### config.mk
export PLATFORM = sky130hd
export DESIGN_NAME = cond_unit
export DESIGN_NICKNAME = d
export VERILOG_FILES = /design/src/rtl/cond_pkg.sv /design/src/rtl/cond_check.sv /design/src/rtl/cond_unit.sv
export SDC_FILE = /design/constraint.sdc
export NUM_CORES = 1
export LEC_CHECK = 0
export ABC_AREA = 1
export ABC_CLOCK_PERIOD_IN_PS = 3050
export BUFFER_PORTS_ARGS = -buffer_cell sky130_fd_sc_hd__buf_2
export CAP_MARGIN = 20
export CELL_PAD_IN_SITES_DETAIL_PLACEMENT = 0
export CELL_PAD_IN_SITES_GLOBAL_PLACEMENT = 1
export CORE_AREA = 3 3 92 72
export DETAILED_ROUTE_END_ITERATION = 12
export DIE_AREA = 0 0 95 75
export PLACE_DENSITY = 0.92
export SLEW_MARGIN = 20
export SYNTH_ARGS = -nofsm -noshare
export SYNTH_HDL_FRONTEND = slang
export SYNTH_HIERARCHICAL = 1
export SYNTH_SLANG_ARGS = --single-unit
### constraint.sdc
create_clock -name clk -period 3.05 [get_ports clk]
set_clock_uncertainty 0.2 [all_clocks]
set_input_delay 0 -clock clk [delete_from_list [all_inputs] [get_ports clk]]
set_output_delay 0 -clock clk [all_outputs]
set_load 0.01 [all_outputs]
### src/rtl/cond_pkg.sv
// cond_pkg -- shared definitions for the execute-stage condition/flag unit.
//
// Contents:
//   cond_e        : the sixteen ARM condition-field encodings (instr[31:28])
//   FLAG_C/N/V/Z  : bit positions of each flag inside the 4-bit CNVZ vector
//   cnvz_t        : the CNVZ vector as a plain 4-bit type
package cond_pkg;

  typedef enum logic [3:0] {
    COND_EQ = 4'b0000,
    COND_NE = 4'b0001,
    COND_CS = 4'b0010,
    COND_CC = 4'b0011,
    COND_MI = 4'b0100,
    COND_PL = 4'b0101,
    COND_VS = 4'b0110,
    COND_VC = 4'b0111,
    COND_HI = 4'b1000,
    COND_LS = 4'b1001,
    COND_GE = 4'b1010,
    COND_LT = 4'b1011,
    COND_GT = 4'b1100,
    COND_LE = 4'b1101,
    COND_AL = 4'b1110,
    COND_NV = 4'b1111
  } cond_e;

  // Flag ordering matches the ALU's CNVZ output and CNVZI input.
  localparam int unsigned FLAG_C = 3;
  localparam int unsigned FLAG_N = 2;
  localparam int unsigned FLAG_V = 1;
  localparam int unsigned FLAG_Z = 0;

  typedef logic [3:0] cnvz_t;

endpackage

### src/rtl/cond_check.sv
// cond_check -- purely combinational ARM condition evaluator.
//
// Ports:
//   cond_i  [3:0] : condition field of the instruction in execute
//   flags_i [3:0] : architectural CNVZ flags ([3]=C [2]=N [1]=V [0]=Z)
//   pass_o        : 1 when the instruction should take effect
module cond_check
  import cond_pkg::*;
(
  input  logic  [3:0] cond_i,
  input  cnvz_t       flags_i,
  output logic        pass_o
);

  logic c;
  logic n;
  logic v;
  logic z;

  assign c = flags_i[FLAG_C];
  assign n = flags_i[FLAG_N];
  assign v = flags_i[FLAG_V];
  assign z = flags_i[FLAG_Z];

  // Decode the condition field against the current flags. NV is treated
  // as "never", so an instruction carrying it always retires as a no-op.
  always_comb begin
    pass_o = 1'b0;
    case (cond_e'(cond_i))
      COND_EQ: pass_o = z;
      COND_NE: pass_o = ~z;
      COND_CS: pass_o = c;
      COND_CC: pass_o = ~c;
      COND_MI: pass_o = n;
      COND_PL: pass_o = ~n;
      COND_VS: pass_o = v;
      COND_VC: pass_o = ~v;
      COND_HI: pass_o = c & ~z;
      COND_LS: pass_o = ~c | z;
      COND_GE: pass_o = (n == v);
      COND_LT: pass_o = (n != v);
      COND_GT: pass_o = ~z & (n == v);
      COND_LE: pass_o = z | (n != v);
      COND_AL: pass_o = 1'b1;
      COND_NV: pass_o = 1'b0;
    endcase
  end

endmodule

### src/rtl/cond_unit.sv
// cond_unit -- execute-stage condition and flag unit of the ARMv4 core.
//
// Holds the CNVZ flag register (fed back to the ALU), evaluates the
// instruction's condition field against it, and registers the ALU result
// plus condition-gated write strobes into the execute/writeback register.
//
// Ports:
//   clk, rst_n            : clock (rising edge), async active-low reset
//   in_valid              : instruction present in execute
//   cond [3:0]            : ARM condition field
//   flag_w [1:0]          : [1] update N,Z  [0] update C,V
//   alu_flags [3:0]       : ALU CNVZ result
//   alu_result [BUS-1:0]  : ALU data result
//   rd [3:0]              : destination register index
//   reg_write_in, mem_write_in, pc_src_in : decoder strobes
//   stall, flush          : pipeline hold / kill
//   flags [3:0]           : architectural CNVZ to ALU
//   cond_ex               : combinational condition pass
//   out_valid, out_result, out_rd, reg_write, mem_write, pc_src : EX/WB register
//
// Optional build macro COND_STATS_EN adds exec_count/skip_count [15:0],
// saturating counters of accepted instructions whose condition passed/failed.
module cond_unit
  import cond_pkg::*;
#(
  parameter int BUS = 32
) (
  input  logic           clk,
  input  logic           rst_n,
  input  logic           in_valid,
  input  logic [3:0]     cond,
  input  logic [1:0]     flag_w,
  input  logic [3:0]     alu_flags,
  input  logic [BUS-1:0] alu_result,
  input  logic [3:0]     rd,
  input  logic           reg_write_in,
  input  logic           mem_write_in,
  input  logic           pc_src_in,
  input  logic           stall,
  input  logic           flush,
  output logic [3:0]     flags,
  output logic           cond_ex,
  output logic           out_valid,
  output logic [BUS-1:0] out_result,
  output logic [3:0]     out_rd,
  output logic           reg_write,
  output logic           mem_write,
  output logic           pc_src
`ifdef COND_STATS_EN
  ,
  output logic [15:0]    exec_count,
  output logic [15:0]    skip_count
`endif
);

  logic           accept;
  cnvz_t          flags_q;
  cnvz_t          flags_d;
  logic           valid_q;
  logic           valid_d;
  logic [BUS-1:0] result_q;
  logic [BUS-1:0] result_d;
  logic [3:0]     rd_q;
  logic [3:0]     rd_d;
  logic           regw_q;
  logic           regw_d;
  logic           memw_q;
  logic           memw_d;
  logic           pcsrc_q;
  logic           pcsrc_d;

  // Conditions always look at the committed flag register, never at the
  // ALU's fresh flags, so an instruction cannot gate itself.
  cond_check u_cond_check (
    .cond_i  (cond),
    .flags_i (flags_q),
    .pass_o  (cond_ex)
  );

  assign accept = in_valid & ~stall & ~flush;

  // Flag register next state: the two flag_w bits select independent
  // halves (N,Z and C,V); anything not selected keeps its old value.
  always_comb begin
    flags_d = flags_q;
    if (accept && cond_ex) begin
      if (flag_w[1]) begin
        flags_d[FLAG_N] = alu_flags[FLAG_N];
        flags_d[FLAG_Z] = alu_flags[FLAG_Z];
      end
      if (flag_w[0]) begin
        flags_d[FLAG_C] = alu_flags[FLAG_C];
        flags_d[FLAG_V] = alu_flags[FLAG_V];
      end
    end
  end

  // EX/WB register next state. Flush beats stall; on flush only the
  // valid bit and strobes are cleared, the data fields are left as-is
  // because nothing downstream looks at them without valid.
  always_comb begin
    valid_d  = valid_q;
    result_d = result_q;
    rd_d     = rd_q;
    regw_d   = regw_q;
    memw_d   = memw_q;
    pcsrc_d  = pcsrc_q;
    if (flush) begin
      valid_d = 1'b0;
      regw_d  = 1'b0;
      memw_d  = 1'b0;
      pcsrc_d = 1'b0;
    end else if (!stall) begin
      valid_d  = in_valid;
      result_d = alu_result;
      rd_d     = rd;
      regw_d   = reg_write_in & cond_ex & in_valid;
      memw_d   = mem_write_in & cond_ex & in_valid;
      pcsrc_d  = pc_src_in & cond_ex & in_valid;
    end
  end

  // State registers with asynchronous clear.
  always_ff @(posedge clk or negedge rst_n) begin
    if (!rst_n) begin
      flags_q  <= '0;
      valid_q  <= 1'b0;
      result_q <= '0;
      rd_q     <= '0;
      regw_q   <= 1'b0;
      memw_q   <= 1'b0;
      pcsrc_q  <= 1'b0;
    end else begin
      flags_q  <= flags_d;
      valid_q  <= valid_d;
      result_q <= result_d;
      rd_q     <= rd_d;
      regw_q   <= regw_d;
      memw_q   <= memw_d;
      pcsrc_q  <= pcsrc_d;
    end
  end

  assign flags      = flags_q;
  assign out_valid  = valid_q;
  assign out_result = result_q;
  assign out_rd     = rd_q;
  assign reg_write  = regw_q;
  assign mem_write  = memw_q;
  assign pc_src     = pcsrc_q;

`ifdef COND_STATS_EN
  logic [15:0] exec_q;
  logic [15:0] exec_d;
  logic [15:0] skip_q;
  logic [15:0] skip_d;

  // Per-accept statistics; each counter sticks at all-ones instead of
  // wrapping so long runs never report a misleadingly small number.
  always_comb begin
    exec_d = exec_q;
    skip_d = skip_q;
    if (accept) begin
      if (cond_ex) begin
        if (exec_q != 16'hFFFF) exec_d = exec_q + 16'd1;
      end else begin
        if (skip_q != 16'hFFFF) skip_d = skip_q + 16'd1;
      end
    end
  end

  always_ff @(posedge clk or negedge rst_n) begin
    if (!rst_n) begin
      exec_q <= '0;
      skip_q <= '0;
    end else begin
      exec_q <= exec_d;
      skip_q <= skip_d;
    end
  end

  assign exec_count = exec_q;
  assign skip_count = skip_q;
`endif

endmodule

Yosys cells after proc, flatten, opt, wreduce, memory -nomap -nowiden

Cells that the tools add are included.

Eq/ne operators: 18
Divide/modulo/power cells: 0
$mul: 0
Reductions and logical operators: 5
Muxes and demuxes: 9
Shifts and indexed selects: 0
Bitwise gates (word level): 18
Magnitude comparators: 0
Add/sub/neg operators: 0

Operators by type and width:

| cell                                                                     | number |
|---|---|
| 4-bit equality test (second input constant)                              | 8 |
| 4-bit by 3-bit equality test with 1-bit output (second input constant)   | 4 |
| 1-bit one-hot mux with 16 select lines                                   | 1 |
| 1-bit bitwise AND                                                        | 10 |
| 4-bit by 2-bit equality test with 1-bit output (second input constant)   | 2 |
| 1-bit two-way mux                                                        | 8 |
| 1-bit NOT                                                                | 6 |
| 2-bit AND reduction                                                      | 3 |
| 4-bit by 1-bit equality test with 1-bit output (second input constant)   | 1 |
| 4-bit zero test                                                          | 1 |
| 2-bit by 1-bit inequality test with 1-bit output (second input constant) | 1 |
| 1-bit OR                                                                 | 2 |
| 1-bit equality test                                                      | 1 |
| 1-bit logical AND                                                        | 1 |
| 1-bit inequality test                                                    | 1 |

RAM bits: 0
Memories: 0
Logic and storage cells: 58
Latch bits: 0
Input bits: 54
Output and inout port bits: 45
Bits in read-only memories: 0
Register bits: 44

Depth between registers and ports, before layout

Gate-level depths: netlist (run 1).

Depth after elaboration: 7
Depth in mapped cells: 14
Gate-level depth less buffers: 13

By module

The synthesis (run 1) kept the hierarchy.

Modules (own cells, without submodules):

| module     | area an instance (sq um) | sequential area each (sq um) | times used | cells an instance |
|---|---|---|---|---|
| cond_unit  | 1725.4                   | 1101.1                       | 1          | 191 |
| cond_check | 205.2                    | 0.0                          | 1          | 45 |

Worst setup path before layout (run 1)

Ideal clock, no wire load.

Kind: register -> register
From: register flags_q[2] (netlist: flags[2])
To: register flags_q[1] (netlist: flags[1])
Arrival: 1528 ps
Cell stages (with the launch flop): 14
Setup time: 118 ps
Path buffers: 1
Clock period less this slack: 1846 ps
Path slack: 1204 ps
Cells stage by stage: dfrtp_1 -> inv_1 -> nand2_1 -> nand2_1 -> nand3_1 -> nand2_1 -> nand2_1 -> nand3_1 -> nand2_1 -> nand3_2 -> clkbuf_1 -> nand4_1 -> nand2_1 -> nand2_1

Longest elaborated chain between the ends: 5
Elaborated cells on any way between the ends: 8

Ends and longest elaborated chain:

| element                                                             | RTL line                           | text |
|---|---|---|
| start: declaration                                                  | cond_unit.sv:57                    | `cnvz_t flags_q;` |
| start signal: assignment                                            | cond_unit.sv:134                   | `flags_q <= flags_d;` |
| 1-bit inequality test / 1-bit equality test (equally long branches) | -                                  |  |
| 1-bit OR / 1-bit bitwise AND (equally long branches)                | cond_check.sv:43, cond_check.sv:42 |  |
| 1-bit one-hot mux with 16 select lines (*)                          | cond_check.sv:29                   | `case (cond_e'(cond_i))` |
| net cond_ex                                                         | cond_unit.sv:42                    | `output logic cond_ex,` |
| 1-bit logical AND (*)                                               | cond_unit.sv:86                    | `if (accept && cond_ex) begin` |
| 2-bit AND reduction (no source line) (*)                            | -                                  |  |

The timed path passes the listed nets; every way through them passes the cells marked *.
A chain may end at the register's enable or synchronous reset.

Worst setup path after layout (run 1)

From: register flags_q[1] (netlist: flags[1])
To: register flags_q[0] (netlist: flags[0])

Longest elaborated chain between the ends: 5
Elaborated cells on any way between the ends: 8

Ends and longest elaborated chain:

| element                                                             | RTL line |
|---|---|
| 1-bit inequality test / 1-bit equality test (equally long branches) | - |
| 1-bit OR / 1-bit bitwise AND (equally long branches)                | cond_check.sv:43, cond_check.sv:42 |
| 1-bit one-hot mux with 16 select lines (*)                          | cond_check.sv:29 |
| 1-bit logical AND (*)                                               | cond_unit.sv:86 |
| 2-bit AND reduction (no source line) (*)                            | - |

Every way passes the cells marked *; elsewhere a longest branch is shown, timed or not.

==> run metrics, run 1 <==
#FFs+latches synth=44; Overall Global Routing Usage=17.5%; Rows=24; most frequent cells in the layout=nand2_1 (137), buf_2 (98), dlygate4sd3_1 (76); P_leak=1.81 nW; pwr/cell area=494 mW/mm^2; setup tns final=0 ns; Routed WL=6.02 mm; pin count of the biggest net entering global routing=45; Routed Antenna Nets=0; CTS Root Cell=clkbuf_8; warnings from Yosys=6; share of layout cells above drive strength 1=27.9%; Distinct cells, synth=19; number of global-route vias before repair=2,230; routed length per instance=12.3 um; VDD IR-drop max=230 uV; total CTS buffers=5; via count=2,179; Layout area overhead=73.4%; fill count=552; post-synthesis sequential area ratio=57.0%; clk slew on worst S/H paths=0.08 ns; First-pass DRT Iterations=4; layer carrying the most global-route usage=met2; commonest non-fill, non-tap cell in the layout=nand2_1; Power Internal=1.11 mW; I/O pin count=99; switch share=32.8%; net switching power=543 uW; met2 usage=33.1%; Die Y=75 um; Die Footprint=0.00713 sq mm; Initial Util=33.3%; fmax=350 MHz; CTS tree=yes; CP required=3.01 ns; Mapped Cells=236; syn avg cell area=8.18 sq um; IO buf count=98; Logic pwr share=32.8%; routing usage on met3=3.90%; Worst-Margin Slew=0.629 ns; initial antenna violation count=0; Worst Setup End Kind=flop; Via density=4.45; dpl hpwl=3.58 mm; postcts setup bufs=0; Seq pwr share=44.8%; R2R setup slack=0.20 ns; met1 Use GR=20.1%; maximum fanout along the worst path=10; clock share of power=22.3%; Worst Path Arrival=2.82 ns; crit share post-route=93.5%; RSZ-0062 raised after global routing=no; max-cap viol count=0; Final Util=57.8%; GPL Wtd Cong=0.848; Hold Vio Cnt, Final=0; fin. max-slew vios=0; clk sinks=44; Final #Nets=465; Max Root-Sink Buffers=2; status=completed; Setup CP Type=flop to flop; syn_nets=290; Core Region=0.00580 sq mm; first-pass GRT wire length=9.83 mm; Cell Area, Synth=0.00193 sq mm; Setup Viol. Count Final=0; Max-slew headroom=58.0%; HP Class=primary input to asynchronous set/reset pin; htree depth=2; n_diodes=0; clock period minus worst slack=2.85 ns; Starting DRT DRC Count=83; drc violations=0; GRT Residual Overflow=0; Clock Latency Late Sink=0.28 ns; Worst setup SP type=flop; die width=95 um
==> metal layers <==
layer,wire [um],share of wire [%]
met1,2580,43
met2,3070,51
met3,299,5.0
met4,69,1.1
met5,0,0
==> final cells by class <==
cell class                      instances  area (sq um)  share of cell area (%)
Timing Repair Buffer                  176          1290                    38.4
Tap cell                               78          97.6                    2.92
Inverter                               11          43.8                    1.31
Multi-Input combinational cell        173           728                    21.8
Clock buffer                            8          90.1                    2.69
Sequential cell                        44          1100                    32.9
==> synth_stat cells <==
master	n	area, sq um
a21oi_1	1	5.00
buf_2	1	5.00
buf_4	3	22.5
buf_6	3	33.8
clkbuf_1	1	3.75
dfrtp_1	44	1100
inv_1	8	30.0
inv_2	2	7.51
inv_4	1	6.26
nand2_1	137	514
nand3_1	15	75.1
nand3_2	1	10.0
nand4_1	6	37.5
nor2_1	2	7.51
nor2_2	4	25.0
nor2_4	1	11.3
o211ai_1	2	15.0
o21ai_0	2	10.0
o21ai_1	2	10.0
==> state kept, by name, summed over array words and instances (netlist names) <==
register and flops:
flags 4, out_valid 1, out_rd 4, pc_src 1, mem_write 1, out_result 32
reg_write 1
==> stage by stage <==
step	hold slack [ns]	area, sq um	instances	total power [mW]	worst slack [ns]
final	0.0664	3350	490	1.66	0.197
after global routing	0.121	3350	490	1.77	0.0319
after CTS	0.187	3310	489	1.65	0.228
after detailed placement	0.00712	2460	405	1.18	1.26
after global placement	-0.00157	2460	405	1.16	1.35
after floorplan	-0.496	1930	236	0.985	1.20
==> worst max-delay path, stage by stage (launching register included) <==
cell	delay [ns]
dfrtp_1	0.47
inv_2	0.06
nand2_1	0.10
nand3_1	0.09
nand2_1	0.10
nand2_1	0.06
nand2_1	0.05
nand3_1	0.06
nand2_1	0.11
nand3_4	0.14
nand4_1	0.12
dlygate4sd3_1	0.56
nand2_1	0.05
dlygate4sd3_1	0.56
==> worst paths after layout <==
kind | start | to | cells past startpoint
min | rst_n | out_result[4]$_DFFE_PN0P_ | 2
max reg2reg | flags[1]$_DFFE_PN0P_ | flags[0]$_DFFE_PN0P_ | 13
min in group clk | stall | out_result[13]$_DFFE_PN0P_ | 5
max | flags[1]$_DFFE_PN0P_ | flags[0]$_DFFE_PN0P_ | 13
min reg2reg | out_result[26]$_DFFE_PN0P_ | out_result[26]$_DFFE_PN0P_ | 2
max in group asynchronous | rst_n | out_valid$_DFFE_PN0P_ | 3
==> repair_timing <==
item	4_1_cts	5_1_grt
hold buffers	76	0
resized for setup	0	1
hold endpoints to repair	88	0
setup endpoints to repair	0	3
==> power by group through the flow <==
stage          Combinational, mW  Sequential, mW  Clock, mW
6_report                   0.543           0.742      0.370
3_5_place_dp               0.426           0.750          0
4_1_cts                    0.524           0.740      0.389
5_1_grt                    0.606           0.756      0.406
2_1_floorplan              0.199           0.785          0
3_3_place_gp               0.412           0.748          0
==> cell families after synthesis <==
family | Yosys count | share of synthesized area (%)
AO/OA/AOI/OAI | 7 | 2.07
flip-flops | 44 | 57.0
AND/OR/NAND/NOR | 166 | 35.3
buffers and inverters | 19 | 5.64
(Power assumes the default switching activity.)
==> inputs of run 2 (changes only) <==
--- a/config.mk
+++ b/config.mk
@@ -15,6 +15,7 @@
 export DETAILED_ROUTE_END_ITERATION = 12
 export DIE_AREA = 0 0 95 75
 export PLACE_DENSITY = 0.92
+export REMOVE_ABC_BUFFERS = 1
 export SLEW_MARGIN = 20
 export SYNTH_ARGS = -nofsm -noshare
 export SYNTH_HDL_FRONTEND = slang
==> run metrics, run 2 (synthesis gave the netlist of run 1 again) <==
status=completed (unchanged); Worst Setup End Kind=flop (unchanged); CP required=3.02 ns (was 3.01 ns); htree depth=2 (unchanged); I/O pin count=99 (unchanged); Max Used Layer=met4 (unchanged); pin count of the biggest net entering global routing=45 (unchanged); max reg flops=32 (unchanged); Core Region=0.00580 sq mm (unchanged); Routed Antenna Nets=0 (unchanged); Setup CP Type=flop to flop (unchanged); Logic pwr share=31.3% (was 32.8%); crit share post-route=92.3% (was 93.5%); Die Y=75 um (unchanged); Max Root-Sink Buffers=2 (unchanged); WL met1=2.50 mm (was 2.58 mm); Reg area=0.00110 sq mm (about the same); maximum fanout along the worst path=10 (unchanged); IO buf count=98 (unchanged); area of the multi-input gates=728 sq um (unchanged); clock share of power=25.7% (was 22.3%); Routed WL=6.25 mm (was 6.02 mm); dpl hpwl=3.56 mm (was 3.58 mm); net switching power=562 uW (was 543 uW); RSZ-0062 raised after global routing=no (unchanged); Clock Latency Late Sink=0.29 ns (was 0.28 ns); routed wl met3=389 um (was 299 um); First-pass DRT Iterations=4 (unchanged); fin. max-slew vios=0 (unchanged); Setup Viol. Count Final=0 (unchanged); first-pass GRT wire length=10.0 mm (was 9.83 mm); share of layout cells above drive strength 1=28.5% (was 27.9%); Starting DRT DRC Count=153 (was 83); Rows=24 (unchanged); fin area=0.00334 sq mm (was 0.00335 sq mm); Overall Global Routing Usage=18.0% (was 17.5%); HP Class=primary input to asynchronous set/reset pin (unchanged); Layout area overhead=73.2% (was 73.4%); Worst-Margin Slew=0.563 ns (was 0.629 ns); Final #Nets=464 (was 465); Worst Path Arrival=2.79 ns (was 2.82 ns); routed length per instance=12.8 um (was 12.3 um); fill count=505 (was 552); clk sinks=44 (unchanged); setup tns final=0 ns (unchanged); Crit. Startpoint=flags[1]$_DFFE_PN0P_ (unchanged); Hold Vio Cnt, Final=0 (unchanged); GPL Wtd Cong=0.721 (was 0.848); die width=95 um (unchanged); WL met2=3.24 mm (was 3.07 mm); Die Footprint=0.00713 sq mm (unchanged); Via density=4.52 (was 4.45); initial antenna violation count=0 (unchanged); GRT Residual Overflow=0 (unchanged); Initial Util=33.3% (unchanged); most frequent cells in the layout=nand2_1 (137), buf_2 (97), dlygate4sd3_1 (76) (was nand2_1 (137), buf_2 (98), dlygate4sd3_1 (76)); DP Area=0.00246 sq mm (unchanged); clk slew on worst S/H paths=0.09 ns (was 0.08 ns); commonest non-fill, non-tap cell in the layout=nand2_1 (unchanged); Max-slew headroom=62.5% (was 58.0%); pwr/cell area=517 mW/mm^2 (was 494 mW/mm^2); fmax=355 MHz (was 350 MHz); Power Internal=1.17 mW (was 1.11 mW); via count=2,212 (was 2,179); n_diodes=0 (unchanged); clock period minus worst slack=2.81 ns (was 2.85 ns); total CTS buffers=5 (unchanged); number of global-route vias before repair=2,194 (was 2,230); max-cap viol count=0 (unchanged); CTS Root Cell=clkbuf_8 (unchanged); VDD IR-drop max=303 uV (was 230 uV); P_leak=1.81 nW (about the same); r2r startpoint=flags[1]$_DFFE_PN0P_ (unchanged); drc violations=0 (unchanged); switch share=32.5% (was 32.8%); Worst setup SP type=flop (unchanged); Seq pwr share=42.9% (was 44.8%); CTS tree=yes (unchanged)
run 2: final cells by class:
| class | count | share of cell area (%) |
|---|---|---|
| clock buffer | 5 | 2.06 |
| clock inverter | 3 | 1.27 |
| sequential | 44 | 33.0 |
| inverter | 11 | 1.31 |
| tap | 78 | 2.92 |
| multi-input combinational | 173 | 21.8 |
| timing repair buffer | 175 | 37.7 |
run 2: worst max-delay path: stages, from the launching register on:
cell,delay (ns)
dfrtp_2,0.47
nand2_1,0.10
nand2_1,0.09
nand3_1,0.07
nand2_1,0.06
nand2_1,0.06
nand3_1,0.07
nand2_1,0.10
nand3_4,0.14
nand4_1,0.13
dlygate4sd3_1,0.58
nand2_1,0.05
dlygate4sd3_1,0.57
run 2: metrics by stage:
stage / instances / power [mW] / worst slack, ns / util [%] / hold WS [ns]
2_1_floorplan: 228 / 0.973 / 1.37 / - / -0.496
3_3_place_gp: 405 / 1.16 / 1.33 / 42.5 / -0.000442
3_5_place_dp: 405 / 1.17 / 1.28 / 42.5 / 0.00402
4_1_cts: 489 / 1.71 / 0.275 / 57.5 / 0.186
5_1_grt: 489 / 1.84 / 0.0722 / 57.7 / 0.0875
6_report: 489 / 1.73 / 0.235 / 57.7 / 0.0440
run 2: worst paths after layout:
check | slack, ns | cells after the start | end
worst max register to register | 0.24 | 12 | flags[1]$_DFFE_PN0P_
min in group clk | 0.19 | 5 | out_result[25]$_DFFE_PN0P_
worst min register to register | 0.27 | 2 | out_result[31]$_DFFE_PN0P_
worst max-delay path | 0.24 | 12 | flags[1]$_DFFE_PN0P_
worst min-delay path | 0.04 | 2 | out_result[11]$_DFFE_PN0P_
max in group asynchronous | 2.20 | 2 | flags[1]$_DFFE_PN0P_
run 2: metal layers:
layer / up-vias / track usage [%]
met1: 1021 / 21.4
met4: 0 / 6.56
met5: - / 0
li1: 1080 / -
met3: 14 / 4.00
met2: 97 / 32.6
run 2: power groups by stage:
stage | Combinational [mW] | Sequential, mW | Clock [mW]
floorplan | 0.188 | 0.785 | 0
global placement | 0.413 | 0.745 | 0
detailed placement | 0.423 | 0.747 | 0
CTS | 0.521 | 0.737 | 0.456
global route | 0.598 | 0.754 | 0.493
finish | 0.542 | 0.743 | 0.445
run 2: timing repair:
item / in CTS / in global routing
hold buffers: 76 / 0
gates resized for setup: 0 / 2
setup buffers: 0 / 0
hold endpoints to repair: 88 / 0
endpoints found under the setup margin: 0 / 7
==> inputs of run 3 (changes only) <==
--- a/config.mk
+++ b/config.mk
@@ -15,6 +15,7 @@
 export DETAILED_ROUTE_END_ITERATION = 12
 export DIE_AREA = 0 0 95 75
 export PLACE_DENSITY = 0.92
+export RECOVER_POWER = 100
 export REMOVE_ABC_BUFFERS = 1
 export SLEW_MARGIN = 20
 export SYNTH_ARGS = -nofsm -noshare
==> run metrics, run 3 (synthesis gave the netlist of run 1 again) <==
n_diodes=0 (unchanged); clock share of power=26.1% (was 25.7%); switch share=33.0% (was 32.5%); Crit. Startpoint=flags[2]$_DFFE_PN0P_ (was flags[1]$_DFFE_PN0P_); Worst Setup End Kind=flop (unchanged); Power Internal=1.15 mW (was 1.17 mW); IO buf count=98 (unchanged); Setup CP Type=flop to flop (unchanged); Final #Nets=464 (unchanged); Worst path depth=10 (was 12); max reg flops=32 (unchanged); max-cap viol count=0 (unchanged); number of global-route vias before repair=2,194 (unchanged); htree depth=2 (unchanged); R2R setup slack=0.24 ns (about the same); Worst Path Arrival=2.78 ns (was 2.79 ns); Non-Filler Instances=489 (unchanged); Hold Vio Cnt, Final=0 (unchanged); fin. max-slew vios=0 (unchanged); via count=2,226 (was 2,212); setup tns final=0 ns (unchanged); Setup Viol. Count Final=0 (unchanged); FF-to-FF path depth=10 (was 12); maximum fanout along the worst path=10 (unchanged); clock period minus worst slack=2.81 ns (about the same); routed length per instance=12.7 um (was 12.8 um); Buf+Inv Stages, Crit Path=3 (was 2); Overall Global Routing Usage=18.0% (unchanged); fmax=355 MHz (about the same); share of layout cells above drive strength 1=17.8% (was 28.5%); total CTS buffers=5 (unchanged); crit path capture=flags[1]$_DFFE_PN0P_ (unchanged); Routed WL=6.23 mm (was 6.25 mm); First-pass DRT Iterations=4 (unchanged); Layout area overhead=70.3% (was 73.2%); worst r2r dst=flags[1]$_DFFE_PN0P_ (unchanged); hold depth=5; Cell Chain, Critical Path=inv_1 -> o21ai_0 -> o211ai_1 -> nand3_1 -> nor2_2 -> nand3_4 -> nand4_1 -> dlygate4sd3_1 -> nand2_1 -> dlygate4sd3_1 (was nand2_1 -> nand2_1 -> nand3_1 -> nand2_1 -> nand2_1 -> nand3_1 -> nand2_1 -> nand3_4 -> nand4_1 -> dlygate4sd3_1 -> nand2_1 -> dlygate4sd3_1); Core Region=0.00580 sq mm (unchanged); Via density=4.55 (was 4.52); GPL Wtd Cong=0.721 (unchanged); clk slew on worst S/H paths=0.09 ns (about the same); initial antenna violation count=0 (unchanged); die width=95 um (unchanged); drc violations=0 (unchanged); Seq pwr share=43.6% (was 42.9%); net switching power=564 uW (was 562 uW); Most common cell on crit path=dlygate4sd3_1 (was nand2_1); Logic pwr share=30.4% (was 31.3%); HP Class=primary input to flop (was primary input to asynchronous set/reset pin); Worst setup SP type=flop (unchanged); most frequent cells in the layout=nand2_1 (137), dlygate4sd3_1 (76), buf_2 (53) (was nand2_1 (137), buf_2 (97), dlygate4sd3_1 (76)); first-pass GRT wire length=10.0 mm (unchanged); clk sinks=44 (unchanged); Critical Path Max Stage Delay=0.58 ns (about the same); Worst-Margin Slew=1.11 ns (was 0.563 ns); Rows=24 (unchanged); dpl hpwl=3.56 mm (unchanged); Clock Latency Late Sink=0.29 ns (about the same); r2r startpoint=flags[2]$_DFFE_PN0P_ (was flags[1]$_DFFE_PN0P_); P_leak=1.66 nW (was 1.81 nW); GRT Residual Overflow=0 (unchanged); Die Y=75 um (unchanged); Die Footprint=0.00713 sq mm (unchanged); CP required=3.02 ns (about the same); Max Root-Sink Buffers=2 (unchanged); Starting DRT DRC Count=141 (was 153); Routed Antenna Nets=0 (unchanged); Initial Util=33.3% (unchanged); I/O pin count=99 (unchanged); crit share post-route=92.3% (about the same); pin count of the biggest net entering global routing=45 (unchanged); pwr/cell area=520 mW/mm^2 (was 517 mW/mm^2); status=completed (unchanged); RSZ-0062 raised after global routing=no (unchanged); Cells after DPL=405 (unchanged); CTS tree=yes (unchanged); VDD IR-drop max=298 uV (was 303 uV); commonest non-fill, non-tap cell in the layout=nand2_1 (unchanged); top cell family by delay on the critical path=buffers and inverters (unchanged); slowest library cell on the worst path=dlygate4sd3_1 (unchanged); Max-slew headroom=26.2% (was 62.5%); CTS Root Cell=clkbuf_8 (unchanged)
run 3: cell types whose count changed in the layout (fill, tap and decap cells not counted):
| cell | delta |
|---|---|
| buf_4 | -1 |
| clkbuf_1 | +44 |
| clkbuf_2 | +1 |
| buf_2 | -44 |
run 3: worst min-delay path by stage:
stage / startpoint / endpoint / slack, ns
global route: stall / out_result[14]$_DFFE_PN0P_ / 0.23
floorplan: rst_n / flags[0]$_DFFE_PN0P_ / -0.50
finish: stall / out_result[22]$_DFFE_PN0P_ / 0.18
detailed placement: alu_result[13] / out_result[13]$_DFFE_PN0P_ / 0.004
CTS: stall / out_result[22]$_DFFE_PN0P_ / 0.19
global placement: alu_result[13] / out_result[13]$_DFFE_PN0P_ / -0.0004
run 3: worst reg2reg max path, stage by stage (launching register included):
cell,delay [ns]
dfrtp_1,0.42
inv_1,0.12
o21ai_0,0.11
o211ai_1,0.10
nand3_1,0.11
nor2_2,0.15
nand3_4,0.16
nand4_1,0.13
dlygate4sd3_1,0.58
nand2_1,0.05
dlygate4sd3_1,0.57
run 3: routing by layer:
| layer | up-vias | GRT usage (%) | share of wire [%] |
|---|---|---|---|
| met1 | 1019 | 21.4 | 40 |
| met4 | 0 | 6.56 | 1.8 |
| met3 | 14 | 4.00 | 6.7 |
| met2 | 114 | 32.6 | 52 |
| li1 | 1079 | - | - |
| met5 | - | 0 | 0 |
run 3: stage by stage:
| step | instance area (sq um) | power [mW] | worst slack [ns] | hold slack, ns | utilization [%] |
|---|---|---|---|---|---|
| 5_1_grt | 3290 | 1.82 | 0.0702 | 0.231 | 56.7 |
| 6_report | 3290 | 1.71 | 0.236 | 0.183 | 56.7 |
| 2_1_floorplan | 1870 | 0.973 | 1.37 | -0.496 | - |
| 4_1_cts | 3330 | 1.71 | 0.275 | 0.186 | 57.5 |
| 3_5_place_dp | 2460 | 1.17 | 1.28 | 0.00402 | 42.5 |
| 3_3_place_gp | 2460 | 1.16 | 1.33 | -0.000442 | 42.5 |
run 3: final cells by class:
type / count / area [sq um]
Sequential cell: 44 / 1100
Inverter: 11 / 43.8
Fill cell: 537 / 2510
Multi-Input combinational cell: 173 / 728
Timing Repair Buffer: 175 / 1200
Clock inverter: 3 / 42.5
Tap cell: 78 / 97.6
Clock buffer: 5 / 68.8
run 3: power by group through the flow:
stage | clock network, mW | logic, mW | registers (mW)
after global routing | 0.493 | 0.576 | 0.757
after floorplan | 0 | 0.188 | 0.785
after global placement | 0 | 0.413 | 0.745
after CTS | 0.456 | 0.521 | 0.737
after detailed placement | 0 | 0.423 | 0.747
final | 0.446 | 0.519 | 0.745
run 3: repair_timing:
| action | 4_1_cts | 5_1_grt |
|---|---|---|
| setup endpoints to repair | 0 | 7 |
| hold buffers | 76 | 0 |
| setup buffers | 0 | 0 |
| resized for setup | 0 | 2 |
| hold endpoints to repair | 88 | 0 |
